--- config.mk ---
export PLATFORM = sky130hd
export DESIGN_NAME = muldiv_unit_flat
export DESIGN_NICKNAME = d
export VERILOG_FILES = /design/src/rtl/muldiv_pkg.sv /design/src/rtl/muldiv_if.sv /design/src/rtl/muldiv_step.sv /design/src/rtl/muldiv_unit.sv /design/src/flat_wrapper.sv
export SDC_FILE = /design/constraint.sdc
export NUM_CORES = 1
export LEC_CHECK = 0
export CAP_MARGIN = 10
export CORE_UTILIZATION = 35
export CTS_BUF_LIST = sky130_fd_sc_hd__clkbuf_16
export DETAILED_ROUTE_END_ITERATION = 8
export SYNTH_ARGS = -nofsm -noshare
export SYNTH_HDL_FRONTEND = slang
export SYNTH_HIERARCHICAL = 1
export SYNTH_SLANG_ARGS = --single-unit
--- constraint.sdc ---
create_clock -name clk -period 2.99 [get_ports clk]
set_input_delay 0.299 -clock clk [delete_from_list [all_inputs] [get_ports clk]]
set_output_delay 0.299 -clock clk [all_outputs]
set_load 0.01 [all_outputs]
--- src/rtl/muldiv_pkg.sv ---
// Shared encodings and constants for the iterative multiply/divide unit.
package muldiv_pkg;

  localparam int WIDTH_DEF = 32;
  localparam int ITER      = 32;

  typedef enum logic [1:0] {
    OP_MULU = 2'b00,
    OP_MUL  = 2'b01,
    OP_DIVU = 2'b10,
    OP_DIV  = 2'b11
  } op_e;

  localparam logic [1:0] S_IDLE = 2'd0;
  localparam logic [1:0] S_CALC = 2'd1;
  localparam logic [1:0] S_FIX  = 2'd2;

endpackage

--- src/rtl/muldiv_if.sv ---
// Request/result bundle between the issue logic and the multiply/divide unit.
interface muldiv_if #(
  parameter int WIDTH = 32
);
  logic             start;
  logic [1:0]       op;
  logic [WIDTH-1:0] busA;
  logic [WIDTH-1:0] busB;
  logic             busy;
  logic             done;
  logic             div0;
  logic [WIDTH-1:0] hi;
  logic [WIDTH-1:0] lo;

  modport master (
    output start, op, busA, busB,
    input  busy, done, div0, hi, lo
  );

  modport slave (
    input  start, op, busA, busB,
    output busy, done, div0, hi, lo
  );
endinterface

--- src/rtl/muldiv_step.sv ---
// One combinational iteration of the shared datapath.
// Multiply: shift-add on {partial product, remaining multiplier bits}.
// Divide: restoring shift-subtract on {remainder, remaining dividend / quotient bits}.
module muldiv_step #(
  parameter int WIDTH = 32
) (
  input  logic               isDiv,
  input  logic [2*WIDTH-1:0] accIn,
  input  logic [WIDTH-1:0]   opnd,
  output logic [2*WIDTH-1:0] accOut
);

  logic [WIDTH:0]   mulSum;
  logic [WIDTH:0]   remShift;
  logic [WIDTH+1:0] diff;
  logic             unusedDiffBit;

  // diff[WIDTH] is always zero when no borrow occurs, so only the borrow bit matters.
  assign unusedDiffBit = diff[WIDTH];

  // Form both candidate results and pick by mode.
  always_comb begin
    mulSum   = {1'b0, accIn[2*WIDTH-1:WIDTH]} + (accIn[0] ? {1'b0, opnd} : '0);
    remShift = accIn[2*WIDTH-1:WIDTH-1];
    diff     = {1'b0, remShift} - {2'b00, opnd};
    accOut   = '0;
    if (isDiv) begin
      if (diff[WIDTH+1]) begin
        accOut = {remShift[WIDTH-1:0], accIn[WIDTH-2:0], 1'b0};
      end else begin
        accOut = {diff[WIDTH-1:0], accIn[WIDTH-2:0], 1'b1};
      end
    end else begin
      accOut = {mulSum, accIn[WIDTH-1:1]};
    end
  end

endmodule

--- src/rtl/muldiv_unit.sv ---
// Iterative 32-bit multiply/divide unit: IDLE -> CALC (WIDTH iterations) -> FIX.
// Optional signed support via MULDIV_SIGNED_EN; without it op[0] is ignored.
module muldiv_unit
  import muldiv_pkg::*;
#(
  parameter int WIDTH = WIDTH_DEF,
  parameter int CNT_W = 6
) (
  input  logic    clk,
  input  logic    rst,
  muldiv_if.slave bus
);

  logic [1:0]         stateReg;
  logic [CNT_W-1:0]   cntReg;
  logic [2*WIDTH-1:0] accReg;
  logic [2*WIDTH-1:0] stepAcc;
  logic [WIDTH-1:0]   opndReg;
  logic               isDivReg;
  logic               divZeroReg;
  logic [WIDTH-1:0]   hiReg;
  logic [WIDTH-1:0]   loReg;
  logic               doneReg;
  logic               div0Reg;

  logic               startDiv;
  logic               bZero;
  logic [WIDTH-1:0]   aMag;
  logic [WIDTH-1:0]   bMag;
  logic [WIDTH-1:0]   fixHi;
  logic [WIDTH-1:0]   fixLo;

`ifdef MULDIV_SIGNED_EN
  logic startSigned;
  logic aNeg;
  logic bNeg;
  logic negResNext;
  logic negRemNext;
  logic negResReg;
  logic negRemReg;
`endif

  // Decode the request and reduce operands to unsigned magnitudes.
  // A zero divisor keeps the raw dividend so the remainder comes out as busA unchanged.
  always_comb begin
    startDiv = (bus.op == OP_DIVU) || (bus.op == OP_DIV);
    bZero    = (bus.busB == '0);
    aMag     = bus.busA;
    bMag     = bus.busB;
`ifdef MULDIV_SIGNED_EN
    startSigned = (bus.op == OP_MUL) || (bus.op == OP_DIV);
    aNeg        = startSigned && bus.busA[WIDTH-1] && !(startDiv && bZero);
    bNeg        = startSigned && bus.busB[WIDTH-1];
    if (aNeg) aMag = -bus.busA;
    if (bNeg) bMag = -bus.busB;
    negResNext  = aNeg ^ bNeg;
    negRemNext  = aNeg;
`endif
  end

  muldiv_step #(.WIDTH(WIDTH)) uStep (
    .isDiv  (isDivReg),
    .accIn  (accReg),
    .opnd   (opndReg),
    .accOut (stepAcc)
  );

  // Sign correction of the finished magnitude result.
  always_comb begin
    fixHi = accReg[2*WIDTH-1:WIDTH];
    fixLo = accReg[WIDTH-1:0];
`ifdef MULDIV_SIGNED_EN
    if (isDivReg) begin
      if (negResReg) fixLo = -accReg[WIDTH-1:0];
      if (negRemReg) fixHi = -accReg[2*WIDTH-1:WIDTH];
    end else if (negResReg) begin
      {fixHi, fixLo} = -accReg;
    end
`endif
  end

  // Control FSM, iteration counter and result registers.
  always_ff @(posedge clk) begin
    if (rst) begin
      stateReg   <= S_IDLE;
      cntReg     <= '0;
      accReg     <= '0;
      opndReg    <= '0;
      isDivReg   <= 1'b0;
      divZeroReg <= 1'b0;
      hiReg      <= '0;
      loReg      <= '0;
      doneReg    <= 1'b0;
      div0Reg    <= 1'b0;
    end else begin
      doneReg <= 1'b0;
      case (stateReg)
        S_IDLE: begin
          if (bus.start) begin
            isDivReg   <= startDiv;
            divZeroReg <= startDiv && bZero;
            div0Reg    <= 1'b0;
            cntReg     <= '0;
            if (startDiv) begin
              opndReg <= bMag;
              accReg  <= {{WIDTH{1'b0}}, aMag};
            end else begin
              opndReg <= aMag;
              accReg  <= {{WIDTH{1'b0}}, bMag};
            end
            stateReg <= S_CALC;
          end
        end
        S_CALC: begin
          accReg <= stepAcc;
          cntReg <= cntReg + 1'b1;
          if (cntReg == CNT_W'(WIDTH - 1)) stateReg <= S_FIX;
        end
        S_FIX: begin
          hiReg    <= fixHi;
          loReg    <= fixLo;
          div0Reg  <= divZeroReg;
          doneReg  <= 1'b1;
          stateReg <= S_IDLE;
        end
        default: stateReg <= S_IDLE;
      endcase
    end
  end

`ifdef MULDIV_SIGNED_EN
  // Result signs captured with the operands.
  always_ff @(posedge clk) begin
    if (rst) begin
      negResReg <= 1'b0;
      negRemReg <= 1'b0;
    end else if (stateReg == S_IDLE && bus.start) begin
      negResReg <= negResNext;
      negRemReg <= negRemNext;
    end
  end
`endif

  assign bus.busy = (stateReg != S_IDLE);
  assign bus.done = doneReg;
  assign bus.div0 = div0Reg;
  assign bus.hi   = hiReg;
  assign bus.lo   = loReg;

endmodule

--- src/flat_wrapper.sv ---
// flat-port wrapper written by rule: the top's interface ports become plain ports
module muldiv_unit_flat import muldiv_pkg::*;
#(
  parameter int WIDTH = WIDTH_DEF,
  parameter int CNT_W = 6
)
  (clk, rst, bus_start, bus_op, bus_busA, bus_busB, bus_busy, bus_done, bus_div0, bus_hi, bus_lo);
  muldiv_if #(.WIDTH(WIDTH)) bus_i ();
  input  logic clk;
  input  logic rst;
  input wire logic [$bits(bus_i.start)-1:0] bus_start;
  input wire logic [$bits(bus_i.op)-1:0] bus_op;
  input wire logic [$bits(bus_i.busA)-1:0] bus_busA;
  input wire logic [$bits(bus_i.busB)-1:0] bus_busB;
  output wire logic [$bits(bus_i.busy)-1:0] bus_busy;
  output wire logic [$bits(bus_i.done)-1:0] bus_done;
  output wire logic [$bits(bus_i.div0)-1:0] bus_div0;
  output wire logic [$bits(bus_i.hi)-1:0] bus_hi;
  output wire logic [$bits(bus_i.lo)-1:0] bus_lo;
  assign bus_i.start = bus_start;
  assign bus_i.op = bus_op;
  assign bus_i.busA = bus_busA;
  assign bus_i.busB = bus_busB;
  assign bus_busy = bus_i.busy;
  assign bus_done = bus_i.done;
  assign bus_div0 = bus_i.div0;
  assign bus_hi = bus_i.hi;
  assign bus_lo = bus_i.lo;
  muldiv_unit #(.WIDTH(WIDTH), .CNT_W(CNT_W)) u_core (.clk(clk), .rst(rst), .bus(bus_i));
endmodule
==> results.md, run 1 <==
- Status: complete, but fails checks
- Violated checks: negative setup slack
- Vias/cell: 5.36
- Req. time, crit path: 3.32 ns
- Fin crit share: 101%
- P&R area growth vs syn: 39.2%
- Final core occ: 50.0%
- Max Slew Vio Count: 0
- Nets: 1842
- Yosys warns: 6
- Design Area, Final: 16000 um^2
- Register bit total from synthesis: 172
- Top cell type's share of synthesized area: 30.0%
- Largest net degree at the start of global routing: 99
- DRC: 0
- CTS HTree Levels: 4
- Hold Crit Class: in2reg
- WHS Path Cells: 2
- Initial antenna violation count: 0
- Max Cap Violations: 0
- First-pass GRT wire length: 58.4 mm
- Area leader, netlist: dfxtp_1
- Startpoint Class: flop
- CORE AREA: 32000 um^2
- Final ANT Viol Nets: 0
- DRT Wirelength: 37.6 mm
- Top cells by area, synth: dfxtp_1, nand2_1, a21oi_1
- Crit-path max FO: 10
- Post-cts hold buffer count: 0
- Worst Path Arrival: 3.36 ns
- Slew HR: 41.1%
- # rows: 65
- Setup-failing EPs final: 3
- Layout cells sized above 1: 23.6%
- Top-level I/O count: 136
- Mapped Nets: 1590
- Count leader, synth: nand2_1
- Skew final: 0.0115 ns
- Starting Density: 35.9%
- Clk_lat worst skew: 0.45 ns
- Setup crit end kind: flop
- # port buffers: 134
- Crit path kind: reg2reg
- DR vias: 11500
- Antenna cells: 0
- HPWL Detailed: 26.7 mm
- Sequential fraction of the synthesis area: 30.0%
- Beginning of the critical path: u_core/accReg[0]$_SDFFE_PP0P_
- Post-route setup slack: -0.0402 ns
- Reg-to-reg startpoint: u_core/accReg[0]$_SDFFE_PP0P_
- Root buf cell: clkbuf_16
- Die Height: 183 um
- Hold Fails Final Rpt: 0
- CTS sink count: 172
- DR WL/cell: 17.5 um
- CTS tree: done
- Peak supply drop: 0.371 mV
- Synthesized area per cell: 7.90 um^2
- Die area: 33600 um^2
- CTS Buf Count: 17
- Main flop type after synthesis: dfxtp_1
- Dpl cell area: 14300 um^2
- Overflow after GRT: 0
- Fillcell total: 2997
- Pwr Density: 406 nW/um^2
- Die X: 183 um
- Leakage: 0.00657 uW
- Gp weighted congestion: 0.960
- Post-layout min period: 3.03 ns
- Clk buf depth: 2
- Netlist cell types: 77
- Starting DRT DRC Count: 743
- Commonest cells in the netlist: nand2_1, a21oi_1, dfxtp_1
- Post-synth EDFFs: 0
- Synth Cell Area: 11500 um^2
- Fmax: 0.330 GHz
- DRT Pass-1 Iters: 6
- R2R cell count: 13
- Overall Global Routing Usage: 21.9%
- RSZ-0062 raised after global routing: yes
- Ys async rst share: 0%
- Measured slew at the worst slew-check pin: 0.883 ns
- Vias in the first global route: 10800
- Min-delay src: rst
- Clock-pin transition on the worst setup and hold timing paths: 0.07 ns
- Gate Count Post-Synth: 1454
per-stage QoR:
step / worst slack (ns) / cells / hold slack, ns / TNS [ns] / power (uW)
final: -0.0402 / 2154 / 0.298 / -0.0713 / 6500
after CTS: -0.0874 / 2138 / 0.279 / -0.274 / 6380
after floorplan: -0.0266 / 1454 / 0.425 / -0.0266 / 3440
after detailed placement: -0.322 / 2100 / 0.446 / -3.64 / 4020
after global routing: -0.184 / 2154 / 0.323 / -1.35 / 6800
after global placement: -0.266 / 2100 / 0.441 / -2.88 / 4010
critical path: stages, from the launching register on:
cell and delay, ns:
dfxtp_2 0.34, buf_12 0.14, buf_6 0.12, and2_1 0.13
ha_1 0.32, o21a_1 0.23, o32ai_4 0.31, nor3_4 0.09
a211oi_4 0.32, o41ai_4 0.14, a31oi_2 0.19, xor2_1 0.21
o211ai_1 0.10, a22o_1 0.25
layout by cell type, fill, tap and decap left out, types with 11 or more instances in the layout:
master	synthesis	final
nand2_1	246	241
buf_4	3	172
a21oi_1	179	164
dfxtp_1	172	157
clkdlybuf4s50_1	0	132
nor2_1	92	90
mux2i_1	72	72
o211ai_1	44	44
inv_1	44	43
ha_1	65	37
a21o_1	36	36
mux2_2	36	34
a22o_1	33	33
a211oi_1	38	33
and2_1	38	29
xnor2_1	29	26
ha_4	0	24
o21ai_0	33	23
clkbuf_16	0	17
xor2_1	17	16
nor3_1	17	15
o21a_1	14	14
nand3_1	18	13
dfxtp_2	0	12
buf_6	1	12
nand2b_1	12	11
metal layers:
| layer | GRT usage (%) | wire, um |
|---|---|---|
| met5 | 0 | 0 |
| met4 | 5.70 | 554 |
| met3 | 3.79 | 2290 |
| met2 | 34.5 | 16700 |
| met1 | 30.7 | 18000 |
logic make-up after synthesis:
kind of cell               synth area share, %
muxes                                     9.80
adders and majority gates                 7.43
xor gates and xnor gates                  3.51
and+or+nand+nor                           19.0
AOI/OAI and AO/OA                         25.5
DFF                                       30.0
buffers and inverters                     4.81
area by class of cell:
| class | instances | area, um^2 | share of cell area [%] |
|---|---|---|---|
| multi-input cells | 1147 | 8330 | 52.1 |
| flip-flops and latches | 172 | 3470 | 21.7 |
| repair buffers | 323 | 2890 | 18.1 |
| well taps | 435 | 544 | 3.40 |
| clock buffers | 17 | 425 | 2.66 |
| inverters | 45 | 171 | 1.07 |
| clock inverters | 15 | 161 | 1.01 |
repair_timing:
action	4_1_cts	5_1_grt
setup buffers	6	17
gates cloned	0	0
endpoints found under the setup margin	31	27
pin swaps	24	40
gates resized for setup	79	99
power breakdown:
group	internal, uW	switching (uW)
Clock	1250	1060
Combinational	820	871
Sequential	2390	112
Total	4450	2050
registers in the layout, indices dropped and copies added (netlist names):
name,flops
u_core/divZeroReg,1
u_core/bus.done,1
u_core/stateReg,2
u_core/bus.hi,32
u_core/bus.lo,32
u_core/opndReg,32
u_core/cntReg,6
u_core/isDivReg,1
u_core/accReg,64
u_core/bus.div0,1
final timing paths:
kind / end / slack [ns]
min reg2reg: u_core/bus.hi[31]$_SDFFE_PP0P_ / 0.45
max reg2reg: u_core/accReg[61]$_SDFFE_PP0P_ / -0.04
max: u_core/accReg[61]$_SDFFE_PP0P_ / -0.04
min: u_core/cntReg[3]$_SDFFE_PP0P_ / 0.30
No activity file was read; power rests on OpenSTA's default activity.
==> run 2: changes to the inputs <==
CTS_CLUSTER_DIAMETER = 150   (was unset)
==> results of run 2 <==
Same layout as run 1: the final DEF is identical, and so are final timing and power.
==> run 3: changes to the inputs <==
CAP_MARGIN = 15   (was 10)
CTS_CLUSTER_DIAMETER = 50   (was 150)
SLEW_MARGIN = 20   (was unset)
==> results of run 3 <==
Same layout as run 1: the final DEF is identical, and so are final timing and power.
